### src/rtl/fetch_sequencer.sv
`default_nettype none
// ============================================================================
// Module      : fetch_sequencer
// Description : Paces the PC register, instruction memory request and IF/ID
//               latch; handles boot delay, stalls, redirects and halt.
// Revision    : 1.0
// ============================================================================
module fetch_sequencer #(
    parameter int BOOT_CYCLES  = 2,
    parameter int FLUSH_CYCLES = 3,
    parameter int CNT_W        = 16
) (
    input  logic             clk,
    input  logic             rst,
    input  logic             ex_mem_pcsrc,
    input  logic             hazard_stall,
    input  logic             halt,
    input  logic             imem_ready,
    output logic             imem_req,
    output logic             pc_we,
    output logic             pc_sel,
    output logic             if_id_we,
    output logic             flush,
    output logic             halted,
    output logic [CNT_W-1:0] fetch_count
);

    localparam logic [2:0] S_BOOT     = 3'd0;
    localparam logic [2:0] S_FETCH    = 3'd1;
    localparam logic [2:0] S_STALL    = 3'd2;
    localparam logic [2:0] S_REDIRECT = 3'd3;
    localparam logic [2:0] S_HALT     = 3'd4;

    localparam logic [3:0] BOOT_LAST  = 4'(BOOT_CYCLES - 1);
    localparam logic [2:0] FLUSH_LOAD = 3'(FLUSH_CYCLES);

    logic [2:0] state;
    logic [2:0] next_state;
    logic [3:0] boot_cnt;
    logic [2:0] flush_cnt;
    logic [2:0] flush_cnt_next;
    logic       redirect;
    logic       advance;

    // Priority: redirect, then halt, then hazard, then a normal fetch.
    always_comb begin
        next_state = state;
        redirect   = 1'b0;
        advance    = 1'b0;
        case (state)
            S_BOOT: begin
                if (boot_cnt == BOOT_LAST) begin
                    next_state = S_FETCH;
                end
            end
            S_FETCH: begin
                if (ex_mem_pcsrc) begin
                    redirect   = 1'b1;
                    next_state = S_REDIRECT;
                end else if (halt) begin
                    next_state = S_HALT;
                end else if (hazard_stall) begin
                    next_state = S_STALL;
                end else if (imem_ready) begin
                    advance    = 1'b1;
                end
            end
            S_STALL: begin
                if (ex_mem_pcsrc) begin
                    redirect   = 1'b1;
                    next_state = S_REDIRECT;
                end else if (halt) begin
                    next_state = S_HALT;
                end else if (!hazard_stall) begin
                    next_state = S_FETCH;
                end
            end
            S_REDIRECT: begin
                if (ex_mem_pcsrc) begin
                    redirect   = 1'b1;
                end else begin
                    next_state = S_FETCH;
                end
            end
            S_HALT: begin
                next_state = S_HALT;
            end
            default: begin
                next_state = S_BOOT;
            end
        endcase
    end

    always_comb begin
        flush_cnt_next = flush_cnt;
        if (redirect) begin
            flush_cnt_next = FLUSH_LOAD;
        end else if (flush_cnt != 3'd0) begin
            flush_cnt_next = flush_cnt - 3'd1;
        end
    end

    // Gated by reset so the datapath enables drop the moment reset asserts.
    assign pc_we    = rst & (redirect | advance);
    assign pc_sel   = rst & redirect;
    assign if_id_we = rst & advance;

    always_ff @(posedge clk or negedge rst) begin
        if (!rst) begin
            state       <= S_BOOT;
            boot_cnt    <= 4'd0;
            flush_cnt   <= 3'd0;
            imem_req    <= 1'b0;
            flush       <= 1'b0;
            halted      <= 1'b0;
            fetch_count <= '0;
        end else begin
            state     <= next_state;
            flush_cnt <= flush_cnt_next;
            flush     <= (flush_cnt_next != 3'd0);
            imem_req  <= (next_state == S_FETCH) || (next_state == S_STALL);
            halted    <= (next_state == S_HALT);
            if (state == S_BOOT && next_state == S_BOOT) begin
                boot_cnt <= boot_cnt + 4'd1;
            end else begin
                boot_cnt <= 4'd0;
            end
            if (advance) begin
                fetch_count <= fetch_count + CNT_W'(1);
            end
        end
    end

endmodule
`default_nettype wire

### config.mk
export PLATFORM = sky130hd
export DESIGN_NAME = fetch_sequencer
export DESIGN_NICKNAME = d
export VERILOG_FILES = /design/src/rtl/fetch_sequencer.sv
export SDC_FILE = /design/constraint.sdc
export NUM_CORES = 1
export LEC_CHECK = 0
export ABC_CLOCK_PERIOD_IN_PS = 2340
export CORE_MARGIN = 2
export CORE_UTILIZATION = 50
export CTS_BUF_LIST = sky130_fd_sc_hd__clkbuf_2 sky130_fd_sc_hd__clkbuf_4 sky130_fd_sc_hd__clkbuf_8
export DETAILED_ROUTE_END_ITERATION = 12
export GPL_ROUTABILITY_DRIVEN = 0
export PLACE_DENSITY = 0.79
export SYNTH_ARGS = -nofsm -noshare
export SYNTH_HDL_FRONTEND = slang
export SYNTH_SLANG_ARGS = --single-unit
export TNS_END_PERCENT = 1
### constraint.sdc
create_clock -name clk -period 2.34 [get_ports clk]
set_clock_uncertainty 0.2 [all_clocks]
set_input_delay 0.468 -clock clk [delete_from_list [all_inputs] [get_ports clk]]
set_output_delay 0.468 -clock clk [all_outputs]
set_load 0.005 [all_outputs]
==> results.txt, run 1 <==
CTS max path bufs: 2
Num CTS Buffers: 5
I/O Pins: 28
Die Y: 56.0 um
fraction of layout cells with a size suffix above 1: 0.172
CP delay by family, top: simple AND/OR/NAND/NOR gates
sequential share of the synthesized area: 0.538
GRT met1 Usage: 0.247
part of the power in combinational logic: 0.380
synth warn: 0
RSZ-0062 raised after global routing: true
placed cells: 197
Slew headroom: 0.763
CTS tree: built
vias per cell: 5.26
Stages on worst setup path: 5
PwrDens: 871 nW/um^2
commonest non-fill, non-tap cell in the layout: dfrtp_1
Clk Latency, worst-skew pair: 0.32 ns
first-pass GRT wire length: 4.94 mm
final worst slack: -0.0627 ns
# clock sinks: 29
Setup Viol. Count Final: 2
FILL cells: 190
largest net degree at the start of global routing: 30
switching power: 0.000519 W
final net count: 185
initial antenna violation count: 0
reg2reg path depth: 5
commonest non-fill, non-tap cells in the layout: dfrtp_1 (29), clkdlybuf4s50_1 (20), xnor2_1 (14)
Die ar.: 3130 um^2
Placed Area: 1740 um^2
clk slew on worst S/H paths: 0.08 ns
WP data arrival: 1.73 ns
fmax: 0.416 GHz
final hold vios: 0
CP max FO: 3
Core Util, Final: 0.718
critical path's slowest cell: or4b_4
Netlist cell types: 27
post-layout min period: 2.40 ns
failing checks: negative setup slack
Layout Cells excl Fill: 204
Synth Instances: 129
Switching Fraction: 0.329
H-tree depth: 2
Die Width: 56.0 um
maximum VDD drop: 0.662 mV
P&R area growth vs syn: 34.2%
multi-input logic area: 616 um^2
Setup crit start kind: input pin
crit share post-route: 1.03
pre-CTS WS: -0.677 ns
diode count: 0
Row Count: 18
Starting Density: 0.535
Slew Viols, Final: 0
Critical Path RT: 1.67 ns
crit path cell chain: dlygate4sd2_1 -> or4b_4 -> or2_4 -> a21oi_2 -> buf_2
via count: 1,074
Slew @ Worst Pin: 0.356 ns
routing usage on met3: 0.0860
total iterations of the first detailed-routing run: 4
Routed Antenna Nets: 0
M2 GR Usage: 0.319
fin area: 1810 um^2
max capacitance violation total: 0
port bufs: 27
status: complete, but fails checks
hold depth: 1
Leakage: 0.848 nW
Register Area: 726 um^2
synthesized net count: 140
WP buf/inv: 2
Reg power frac: 0.422
Worst Path Class, Setup: in2out
gr busiest metal: met2
Clock power frac: 0.198
hpwl dp: 1.96 mm
aggregate global-route resource usage: 0.208
vias in the first global route: 1,145
min-delay worst type: reg2reg
DRT iter0 DRCs: 21
DR WL/cell: 13.8 um
syn avg cell area: 10.5 um^2
Crit path largest cell delay: 0.53 ns
mapped cell area: 1350 um^2
DR DRC count: 0
core footprint: 2520 um^2
Power Internal: 0.00106 W
Remaining Overflow, GRT: 0
clk root buf: clkbuf_4
WL final: 2.81 mm
Synth Register Bits: 29
kind of end point of the critical path: output port
==> Yosys cell counts, drive strengths merged <==
cell type	instances	area, um^2
a21boi	1	7.51
a21oi	3	15.0
a31oi	2	12.5
and2b	1	8.76
and3	1	6.26
and4	2	17.5
buf	2	16.3
dfrtp	29	726
ha	5	62.6
inv	6	22.5
mux2i	2	20.0
nand2	14	52.6
nand2b	2	12.5
nand3	9	45.0
nand4	1	6.26
nor2	13	48.8
nor3	7	35.0
nor4	3	18.8
o21a	1	7.51
o21ai	1	5.00
o22ai	2	12.5
or2	1	6.26
or3b	1	8.76
or4b	1	10.0
xnor2	14	123
xor2	5	43.8
==> repair_timing <==
| item | 4_1_cts | 5_1_grt |
|---|---|---|
| hold buffers | 0 | 0 |
| gates resized for setup | 22 | 0 |
| endpoints found under the setup margin | 3 | 2 |
| pin swaps | 5 | 1 |
| setup buffers | 0 | 0 |
==> flip-flops by register name (all words and copies together) (netlist names) <==
signal / flops
flush_cnt: 3
flush: 1
fetch_count: 16
halted: 1
state: 3
imem_req: 1
boot_cnt: 4
==> metrics by stage <==
step | TNS [ns] | power, W | hold WS [ns]
floorplan | 0 | 0.000989 | -0.0276
detailed placement | -3.29 | 0.00123 | 0.270
global route | -0.259 | 0.00170 | 0.318
CTS | -0.134 | 0.00159 | 0.288
finish | -0.0896 | 0.00158 | 0.293
global placement | -2.98 | 0.00121 | 0.259
==> kinds of logic (layout without fill, tap and decap cells) <==
logic type / after synthesis / after routing / share of synthesized area
muxes: 2 / 2 / 0.0148
xor gates and xnor gates: 19 / 19 / 0.123
adders and majority gates: 5 / 5 / 0.0463
DFF: 29 / 29 / 0.538
AOI/OAI and AO/OA: 10 / 10 / 0.0445
and+or+nand+nor: 56 / 56 / 0.205
buffers and inverters: 8 / 53 / 0.0287
==> worst reg2reg max path: cells and delay by family (launching register included) <==
family	cells	cell delay, ns
simple gates	3	1.14
xor+xnor	1	0.17
flops	1	0.40
buf+inv	1	0.16
==> path summary, 6_finish.rpt <==
path / from / end / slack (ns)
setup reg to reg: state[2] / fetch_count[14] / 0.20
hold / removal: fetch_count[15] / fetch_count[15] / 0.29
min in group asynchronous: rst / flush_cnt[0] / 0.38
setup / recovery: ex_mem_pcsrc / pc_we / -0.06
max in group asynchronous: rst / fetch_count[5] / 1.30
hold reg to reg: fetch_count[15] / fetch_count[15] / 0.29
==> final cells by class <==
cell class	count	area share
Sequential cell	29	0.401
Multi-Input combinational cell	92	0.340
Timing Repair Buffer	40	0.194
Clock buffer	7	0.0325
Tap cell	30	0.0207
Inverter	6	0.0124
==> power by group through the flow <==
stage	Clock, W	Sequential, W	Combinational (W)
CTS	0.000328	0.000664	0.000601
detailed placement	0	0.000674	0.000559
global placement	0	0.000670	0.000538
global route	0.000351	0.000681	0.000669
finish	0.000313	0.000666	0.000599
floorplan	0	0.000689	0.000300
==> routing by layer <==
metal / wire length [um] / vias up
li1: - / 528
met1: 1270 / 506
met2: 1300 / 32
met3: 180 / 8
met4: 65 / 0
met5: 0 / -
Note: power is estimated with default switching activity, not from simulation.
==> run 2: changes to the inputs <==
- SLEW_MARGIN: not set -> 5
==> results of run 2 <==
Same layout as run 1: the final DEF is identical, and so are final timing and power.
